<file path="config.mk">
export PLATFORM = sky130hd
export DESIGN_NAME = if2_fetch_queue
export DESIGN_NICKNAME = d
export VERILOG_FILES = /design/src/rtl/if2_fetch_queue.sv
export SDC_FILE = /design/constraint.sdc
export NUM_CORES = 1
export LEC_CHECK = 0
export ABC_AREA = 0
export CORE_MARGIN = 5
export CORE_UTILIZATION = 60
export DETAILED_ROUTE_END_ITERATION = 10
export DONT_BUFFER_PORTS = 1
export MAX_ROUTING_LAYER = met4
export PLACE_DENSITY_LB_ADDON = 0.1
export SYNTH_ARGS = -nofsm -noshare
export SYNTH_HDL_FRONTEND = slang
export SYNTH_SLANG_ARGS = --single-unit
</file>
<file path="constraint.sdc">
create_clock -name clk -period 4.3 [get_ports clk]
set_clock_uncertainty 0.2 [all_clocks]
set_input_delay 0.645 -clock clk [delete_from_list [all_inputs] [get_ports clk]]
set_output_delay 0.645 -clock clk [all_outputs]
set_load 0.02 [all_outputs]
</file>
<file path="src/rtl/if2_fetch_queue.sv">
// IF2 fetch queue: pairs in-order imem responses with their issued PCs and buffers
// them for decode, throttling IF1 so allocations never exceed the ring capacity.
module if2_fetch_queue #(
    parameter int unsigned DEPTH = 4,
    parameter int unsigned CNT_W = $clog2(DEPTH) + 1
) (
    input  logic             clk,
    input  logic             reset_n,
    input  logic [31:0]      current_pc_if1,
    input  logic             req_valid_if1,
    output logic             fetch_allow_if1,
    input  logic             rsp_valid_if2,
    input  logic [31:0]      rsp_instr_if2,
    input  logic             flush_if2,
    output logic             instr_valid_id,
    output logic [31:0]      instr_id,
    output logic [31:0]      pc_id,
    input  logic             instr_ready_id,
    output logic [CNT_W-1:0] occupancy,
    output logic             rsp_err
);
    localparam int unsigned PTR_W = $clog2(DEPTH);
    localparam logic [CNT_W-1:0] ONE   = CNT_W'(1);
    localparam logic [CNT_W:0]   LIMIT = (CNT_W + 1)'(DEPTH);

    // Pointers carry one extra wrap bit so full (DEPTH) and empty (0) differ;
    // only the low bits index storage, so the ring itself wraps modulo DEPTH.
    logic [CNT_W-1:0] alloc_ptr, fill_ptr, rd_ptr;
    logic [CNT_W-1:0] drop_cnt;
    logic [CNT_W-1:0] outstanding, filled, stale_total;
    logic [CNT_W:0]   committed;
    logic [31:0]      pc_mem    [DEPTH];
    logic [31:0]      instr_mem [DEPTH];
    logic [PTR_W-1:0] alloc_idx, fill_idx, rd_idx;
    logic             accept, keep_rsp, spurious, deq;

    always_comb begin
        outstanding     = alloc_ptr - fill_ptr;
        filled          = fill_ptr - rd_ptr;
        occupancy       = outstanding + filled;
        stale_total     = drop_cnt + outstanding;
        committed       = {1'b0, occupancy} + {1'b0, drop_cnt};
        fetch_allow_if1 = reset_n && !flush_if2 && (committed < LIMIT);

        alloc_idx = alloc_ptr[PTR_W-1:0];
        fill_idx  = fill_ptr[PTR_W-1:0];
        rd_idx    = rd_ptr[PTR_W-1:0];

        accept   = req_valid_if1 && fetch_allow_if1;
        spurious = rsp_valid_if2 && (drop_cnt == '0) && (outstanding == '0);
        keep_rsp = rsp_valid_if2 && !flush_if2 && (drop_cnt == '0) && (outstanding != '0);

        instr_valid_id = (filled != '0) && !flush_if2;
        deq            = instr_valid_id && instr_ready_id;
        instr_id       = instr_valid_id ? instr_mem[rd_idx] : '0;
        pc_id          = instr_valid_id ? pc_mem[rd_idx]    : '0;
    end

    always_ff @(posedge clk) begin
        if (!reset_n) begin
            alloc_ptr <= '0;
            fill_ptr  <= '0;
            rd_ptr    <= '0;
            drop_cnt  <= '0;
            rsp_err   <= 1'b0;
            pc_mem    <= '{default: '0};
            instr_mem <= '{default: '0};
        end else begin
            if (spurious) begin
                rsp_err <= 1'b1;
            end
            if (flush_if2) begin
                // A same-cycle response belongs to the old epoch and retires one stale fetch.
                alloc_ptr <= '0;
                fill_ptr  <= '0;
                rd_ptr    <= '0;
                drop_cnt  <= (rsp_valid_if2 && !spurious) ? stale_total - ONE : stale_total;
            end else begin
                if (accept) begin
                    pc_mem[alloc_idx] <= current_pc_if1;
                    alloc_ptr         <= alloc_ptr + ONE;
                end
                if (rsp_valid_if2 && (drop_cnt != '0)) begin
                    drop_cnt <= drop_cnt - ONE;
                end
                if (keep_rsp) begin
                    instr_mem[fill_idx] <= rsp_instr_if2;
                    fill_ptr            <= fill_ptr + ONE;
                end
                if (deq) begin
                    rd_ptr <= rd_ptr + ONE;
                end
            end
        end
    end

endmodule

</file>
==> results of run 1 <==
[kinds of logic (layout without fill, tap and decap cells)]
kind of cell	after synthesis	in the layout	share of synthesized area (%)
buffers and inverters	121	101	4.907
flip-flops	269	269	42.16
multiplexers	164	164	19.13
adder cells (fa/ha/maj)	21	21	2.292
AND/OR/NAND/NOR	506	506	18.51
AO/OA/AOI/OAI	189	189	11.46
XOR/XNOR	17	17	1.538
[how the worst max path moves through the flow]
stage | start | cells after the start | endpoint
after floorplan | alloc_ptr[0] | 11 | fetch_allow_if1
after global routing | alloc_ptr[0] | 11 | fetch_allow_if1
after CTS | alloc_ptr[0] | 11 | fetch_allow_if1
final | fill_ptr[0] | 9 | fetch_allow_if1
after detailed placement | alloc_ptr[0] | 14 | pc_mem[95]
after global placement | alloc_ptr[0] | 14 | pc_mem[64]
[final cells by class]
| class | count | area [um^2] | area share [%] |
|---|---|---|---|
| Multi-Input combinational cell | 897 | 6818 | 48.57 |
| Tap cell | 275 | 344.1 | 2.451 |
| Clock inverter | 17 | 299.0 | 2.130 |
| Timing Repair Buffer | 30 | 294.0 | 2.095 |
| Sequential cell | 269 | 5400 | 38.47 |
| Clock buffer | 36 | 812.0 | 5.785 |
| Inverter | 18 | 70.07 | 0.4992 |
[stage by stage]
step	instance area, um^2	hold WS [ns]	cells	setup TNS, ns
5_1_grt	14040	0.01501	1542	-0.02415
3_3_place_gp	12820	0.2373	1483	0
2_1_floorplan	12780	0.2319	1287	0
6_report	14040	0.03940	1542	0
3_5_place_dp	12820	0.2433	1483	0
4_1_cts	13980	0.01274	1538	0
[worst register-to-register path, delay by kind of cell (launching register included)]
kind	cells	cell delay, ns
buffers and inverters	4	0.82
adder cells (fa/ha/maj)	4	1.43
AO/OA/AOI/OAI	2	0.42
AND/OR/NAND/NOR	2	0.53
flip-flops	1	0.37
XOR/XNOR	1	0.15
[metal layers]
layer	up-vias	share of wire, %	wire length, um	track usage, %
li1	4285	-	-	-
met1	4206	46	13120	32.93
met2	194	45	12860	36.87
met3	34	6.4	1827	5.270
met4	0	1.8	516	4.960
met5	-	0	0	-
[Yosys cell counts (3+ instances only)]
library cell | count | area [um^2]
nand2_1 | 294 | 1104
dfxtp_1 | 269 | 5385
nor2b_1 | 162 | 1013
mux2i_1 | 99 | 991.0
a21boi_1 | 90 | 675.7
mux4_2 | 64 | 1441
clkbuf_1 | 50 | 187.7
a21boi_0 | 38 | 285.3
buf_2 | 36 | 180.2
nand3_1 | 34 | 170.2
o21ai_0 | 34 | 170.2
inv_1 | 18 | 67.56
ha_1 | 17 | 212.7
xnor2_1 | 13 | 113.9
buf_6 | 9 | 101.4
nor2_1 | 9 | 33.78
a2111o_1 | 5 | 56.30
a2111oi_4 | 4 | 110.1
fa_1 | 4 | 80.08
a21oi_1 | 3 | 15.01
buf_12 | 3 | 60.06
buf_4 | 3 | 22.52
nand2b_1 | 3 | 18.77
o2111a_1 | 3 | 33.78
[sequential cells by signal (all words and copies together), names as in the netlist]
register	flops
drop_cnt	3
pc_mem	128
rd_ptr	3
alloc_ptr	3
instr_mem	128
fill_ptr	3
rsp_err	1
[cells in the final DEF, fill, tap and decap left out, types with 4 or more instances in the layout]
master     count
xnor2_1       12
mux2i_1       99
nand3_1       34
a2111oi_4      4
nor2_1         9
clkinv_2       7
bufinv_16      8
nand2_1      294
a2111o_1       5
buf_12         5
o21ai_0       34
inv_1         14
mux4_2        64
buf_4         23
ha_1          16
a21boi_1      90
nor2b_1      162
a21boi_0      38
dfxtp_1      265
dfxtp_4        4
clkbuf_16     29
clkbuf_8       6
[repair_timing]
item | 4_1_cts | 5_1_grt
setup buffers | 1 | 4
hold buffers | 1 | 0
endpoints found under the hold margin | 2 | 0
gates resized for setup | 9 | 10
endpoints found under the setup margin | 1 | 1
pin swaps | 2 | 7
[where the power goes]
part / leakage (nW) / internal (W) / total [W] / switching [W]
Sequential: 2.17 / 0.00251 / 0.00253 / 0.0000167
Clock: 0.549 / 0.00182 / 0.00281 / 0.000998
Combinational: 1.71 / 0.000116 / 0.000219 / 0.000102
==> qor.csv, run 1 <==
stage;metric;value;unit
status;status;finished, final reports clean;
timing;Slew Limit Fails;0;
floorplan;std cell rows;53;
grt;number of global-route vias before repair;8772;
synthesis;synth warn;0;
floorplan;Starting Density;60.76;%
worst_hold_path;class of the worst hold path;primary input to register;
route;wire length per cell;18.37;um
worst_setup_path;FF-to-FF path depth;13;
synthesis;syn avg cell area;9.925;um^2
power;total power;0.005561;W
place;DP HPWL;16150;um
floorplan;core area;21020;um^2
worst_setup_path;critical path's slowest cell;fa_2;
synthesis;ys flop type;dfxtp_1;
worst_setup_path;WP data arrival;3.35;ns
timing;Slew HR;29.59;%
synthesis;syn nets;1378;
synthesis;number of distinct library cells after synthesis;42;
power;P_leak;4.432;nW
worst_setup_path;CP Cell Sequence;inv_2, ha_1, fa_2, fa_2, xnor2_2, ha_1, or3_4, a211oi_4, buf_6;
synthesis;#FFs+latches synth;269;
timing;worst setup margin;0.1013;ns
grt;pin count of the biggest net entering global routing;294;
timing;final hold vios;0;
cells_and_area;synth-to-layout area growth;9.893;%
flow_run;Max-Cap Viols;0;
worst_setup_path;Crit path max-delay family;adder cells;
route;Via Count;8719;
worst_setup_path;CP bufs+invs;2;
clock_tree;H-tree depth;1;
clock_tree;clk_lat worst skew;0.53;ns
cells_and_area;layout cell share with drive strength beyond 1;13.89;%
cells_and_area;# nets final;1336;
floorplan;I/O pin cnt;140;
route;First-pass DRT Iterations;5;
route;via/cell ratio;5.654;
place;DP Worst Slack;0.2719;ns
timing;post-layout min period;4.199;ns
worst_setup_path;r2r setup slk;0.29;ns
timing;Least-Margin Pin Slew;1.056;ns
timing;crit share post-route;97.64;%
worst_setup_path;CP required;3.45;ns
clock_tree;Clock Path Buffers;3;
route;Initial DRC Count;546;
synthesis;EDFF count, synth;0;
grt;first-pass GRT wire length;46740;um
synthesis;post-synthesis cell area;12770;um^2
clock_tree;CTS Sinks;269;
worst_hold_path;HP Start;current_pc_if1[22];
synthesis;post-synthesis sequential area ratio;42.16;%
route;residual DRC count;0;
floorplan;DIE AREA;24310;um^2
worst_setup_path;crit path max fanout;4;
floorplan;chip height;155.9;um
worst_hold_path;Hold Path End;pc_mem[54];
grt;initial antenna violation count;0;
cells_and_area;ant diodes;0;
power;PwrDens;396.1;nW/um^2
worst_setup_path;crit path capture type;output pin;
clock_tree;clk slew on worst S/H paths;0.07;ns
worst_setup_path;Worst path max stage delay;0.50;ns
clock_tree;CTS tree;yes;
route;DRT Wirelength;28330;um
worst_setup_path;CP startpoint kind;register;
cells_and_area;Layout Utilization;66.78;%
place;input/output buffers;0;
timing;Final Setup Violations;0;
timing;FMAX;238.2;MHz
route;remaining antenna violation count;0;
synthesis;ys async rst share;0;%
clock_tree;Num CTS Buffers;29;
synthesis;Syn Inst Count;1287;
cells_and_area;# fillers;1639;
worst_setup_path;CP Class;register to output pin;
clock_tree;Root Driver;clkbuf_16;
worst_setup_path;R2R Path Start;fill_ptr[0];
grt;GRT overflow;0;
power;worst vdd ir;0.3540;mV
grt;GRT Total Usage;23.96;%
place;final weighted congestion in routability-driven placement;0.7759;
worst_setup_path;FF-to-FF End;pc_mem[95];
worst_hold_path;Worst Hold Depth;2;
floorplan;Die Wd;155.9;um
(Power assumes the default switching activity.)
==> inputs of run 2 (changes only) <==
Settings changed: ABC_AREA 0 to 1, CELL_PAD_IN_SITES_DETAIL_PLACEMENT set to 0, CELL_PAD_IN_SITES_GLOBAL_PLACEMENT set to 1, CORE_UTILIZATION 60 to 46.
==> run 2 against run 1 <==
Effect of this change:
- hold slack better by 0.016 ns
- largest power group unchanged
- critical endpoint unchanged
- final cell count is 29% higher
- non-clock buffer count unchanged
- first-iteration DRC count increased by 25%
- register-to-register slack better by 0.18 ns
- die area grew 22%
- synthesized cell count increased by 32%
- sequential cell count stayed put
- final area fell by 5.7%
- global-route usage shrank 0.44 points
- routed wire length grew 22%
- sequential share of layout area up 2.3 points
==> qor.csv, run 2 <==
stage;metric;value;unit;change
clock_tree;Clock Path Buffers;3;;unchanged
floorplan;DIE AREA;29580;um^2;+22%
floorplan;core area;25980;um^2;+24%
cells_and_area;# nets final;1715;;+28%
timing;total negative slack;0;ns;unchanged
route;Initial DRC Count;681;;+25%
place;final weighted congestion in routability-driven placement;0.7791;;+0.41%
synthesis;main combinational cell family by area after synthesis;compound AO/OA/AOI/OAI gates;;
power;P_leak;4.448;nW;+0.37%
grt;pin count of the biggest net entering global routing;197;;-33%
synthesis;top area cells in the synthesized netlist;dfxtp_1, nor2_1, o21ai_0;;
synthesis;ys async rst share;0;%;unchanged
worst_setup_path;CP Class;register to output pin;;
worst_setup_path;Crit path max-delay family;adder cells;;
synthesis;Syn Inst Count;1696;;+32%
synthesis;EDFF count, synth;0;;unchanged
place;DP HPWL;19620;um;+21%
synthesis;Synth Area in Adders;2.425;%;+0.13 points
worst_setup_path;crit path max fanout;5;;+1
clock_tree;clk slew on worst S/H paths;0.06;ns;about the same
flow_run;Max-Cap Viols;0;;unchanged
cells_and_area;layout cell share with drive strength beyond 1;6.557;%;-7.3 points
synthesis;Synth Area in Compound Gates;24.84;%;+13 points
timing;post-layout min period;4.086;ns;-0.1123 ns
timing;final hold vios;0;;unchanged
cells_and_area;most frequent cells in the layout;nor2_1, o21ai_0, a21oi_1;;
cells_and_area;multi-input logic area;5670;um^2;-17%
route;Via Count;10670;;+22%
power;switching part of the total;21.41;%;+1.3 points
power;total power;0.005533;W;-0.49%
cells_and_area;ant diodes;0;;unchanged
synthesis;top cell type's share of synthesized area;44.61;%;+2.5 points
synthesis;top cells by count, synth;nor2_1, o21ai_0, a21oi_1, dfxtp_1, inv_1;;
route;via/cell ratio;5.382;;-4.8%
timing;Slew Limit Fails;0;;unchanged
grt;first-pass GRT wire length;55210;um;+18%
synthesis;post-synthesis cell area;12070;um^2;-5.5%
synthesis;xor/xnor share of the synthesized area;0.5079;%;-1.0 points
floorplan;Die Wd;172.0;um;+10%
cells_and_area;Register Area;5391;um^2;-0.16%
route;DRT Wirelength;34490;um;+22%
floorplan;Starting Density;46.46;%;-14 points
worst_setup_path;crit path capture type;output pin;;
floorplan;I/O pin cnt;140;;unchanged
timing;Final Setup Violations;0;;unchanged
worst_setup_path;Worst path max stage delay;0.49;ns;about the same
grt;number of global-route vias before repair;10000;;+14%
clock_tree;Num CTS Buffers;30;;+3.4%
timing;Min Hold Slack;0.05508;ns;+0.01568 ns
synthesis;synth warn;0;;unchanged
status;status;finished, final reports clean;;
power;Switch Pwr;0.001185;W;+6.1%
synthesis;Synth Area in Simple Gates;19.08;%;+0.57 points
grt;GRT overflow;0;;unchanged
synthesis;Synth area leader;dfxtp_1;;
synthesis;number of distinct library cells after synthesis;30;;-29%
cells_and_area;Largest regs;instr_mem x128, pc_mem x128;;
floorplan;std cell rows;59;;+11%
route;residual DRC count;0;;unchanged
worst_setup_path;CP startpoint kind;register;;
synthesis;mux cell area share after synthesis;0;%;-19 points
timing;FMAX;244.7;MHz;+2.7%
synthesis;syn avg cell area;7.118;um^2;-28%
synthesis;syn nets;1787;;+30%
worst_hold_path;class of the worst hold path;primary input to register;;
worst_setup_path;CP bufs+invs;1;;-1
place;input/output buffers;0;;unchanged
timing;crit share post-route;95.03;%;-2.6 points
cells_and_area;synth-to-layout area growth;9.649;%;
cells_and_area;commonest non-fill, non-tap cell in the layout;nor2_1;;
grt;GRT Total Usage;23.52;%;-0.44 points
place;Post-Place Cell Area;12120;um^2;-5.5%
clock_tree;CTS Sinks;269;;unchanged
timing;Slew HR;41.74;%;+12 points
power;Clk pwr share;49.9;%;-0.7 points
synthesis;post-synthesis sequential area ratio;44.61;%;+2.5 points
power;Int Power;0.004349;W;-2.1%
worst_setup_path;critical path's slowest cell;fa_1;;
power;PwrDens;418.0;nW/um^2;+5.5%
synthesis;ys flop type;dfxtp_1;;
synthesis;cell with the most instances after synthesis;nor2_1;;
power;Sequential Power Share;46.0;%;+0.5 points
route;wire length per cell;17.40;um;-5.3%
timing;RSZ-0062 raised after global routing;false;;
clock_tree;CTS tree;yes;;
route;First-pass DRT Iterations;5;;unchanged
grt;initial antenna violation count;0;;unchanged
cells_and_area;Final Cell Area;13240;um^2;-5.7%
worst_setup_path;CP Cell Sequence;inv_1, ha_1, fa_1, fa_1, xor2_1, xnor2_1, ha_1, nor4_4, and2_4;;
cells_and_area;# fillers;2659;;+62%
clock_tree;H-tree depth;1;;unchanged
timing;Least-Margin Pin Slew;0.8708;ns;-0.1853 ns
power;Logic pwr share;4.1;%;+0.2 points
floorplan;chip height;172.0;um;+10%
synthesis;#FFs+latches synth;269;;unchanged
clock_tree;clk_lat worst skew;0.54;ns;about the same
cells_and_area;Layout Utilization;50.94;%;-16 points
route;remaining antenna violation count;0;;unchanged
worst_setup_path;WP data arrival;3.24;ns;-0.11 ns
power;worst vdd ir;0.3312;mV;-6.4%
worst_setup_path;CP required;3.45;ns;about the same
clock_tree;Root Driver;clkbuf_16;;
[run 2: what timing repair did]
action | 4_1_cts | 5_1_grt
endpoints found under the setup margin | 1 | 35
buffers inserted | 0 | 1
hold buffers | 1 | 0
resized for setup | 2 | 4
pin swaps | 0 | 4
endpoints found under the hold margin | 1 | 0
[run 2: final cells by class]
type	instances	share of cell area (%)
tap	335	3.167
multi-input combinational	1194	42.84
clock buffer	47	7.146
clock inverter	8	1.059
inverter	99	2.836
sequential	269	40.73
timing repair buffer	30	2.221
[run 2: kinds of logic after synthesis]
kind of cell,count (synthesis)
simple gates,567
compound gates,599
buf+inv,233
flops,269
xor+xnor,7
fa+ha+maj,21
[run 2: worst reg2reg max path: cells and delay by family (launching register included)]
family	cells	cell delay, ns
adder cells (fa/ha/maj)	4	1.40
flip-flops	1	0.36
buffers and inverters	3	0.47
XOR/XNOR	2	0.33
AND/OR/NAND/NOR	5	1.01
[run 2: power groups by stage]
stage / combinational (W) / sequential (W) / clock (W)
after global routing: 0.000269 / 0.00255 / 0.00295
after CTS: 0.000229 / 0.00254 / 0.00283
after global placement: 0.000223 / 0.00260 / 0
after floorplan: 0.000203 / 0.00260 / 0
final: 0.000227 / 0.00254 / 0.00276
after detailed placement: 0.000227 / 0.00260 / 0
[run 2: through the flow]
| step | std cells | setup slack, ns |
|---|---|---|
| global placement | 1925 | 0.3771 |
| global route | 1982 | 0.01950 |
| finish | 1982 | 0.2136 |
| detailed placement | 1925 | 0.3338 |
| floorplan | 1696 | 0.3978 |
| CTS | 1981 | 0.003811 |
[run 2: final timing paths]
kind            startpoint         endpoint  slack [ns]  cells past startpoint
min                reset_n    instr_mem[76]        0.06                      2
max reg2reg    fill_ptr[0]       pc_mem[24]        0.47                     14
max            fill_ptr[0]  fetch_allow_if1        0.21                      9
min reg2reg  instr_mem[73]    instr_mem[73]        0.25                      2
[run 2: per-layer routing]
metal,GRT usage (%),share of wire [%],wire (um)
met5,-,0,0
met4,5.571,2.0,707
met3,4.252,6.0,2079
met2,40.17,48,16660
met1,29.07,44,15050
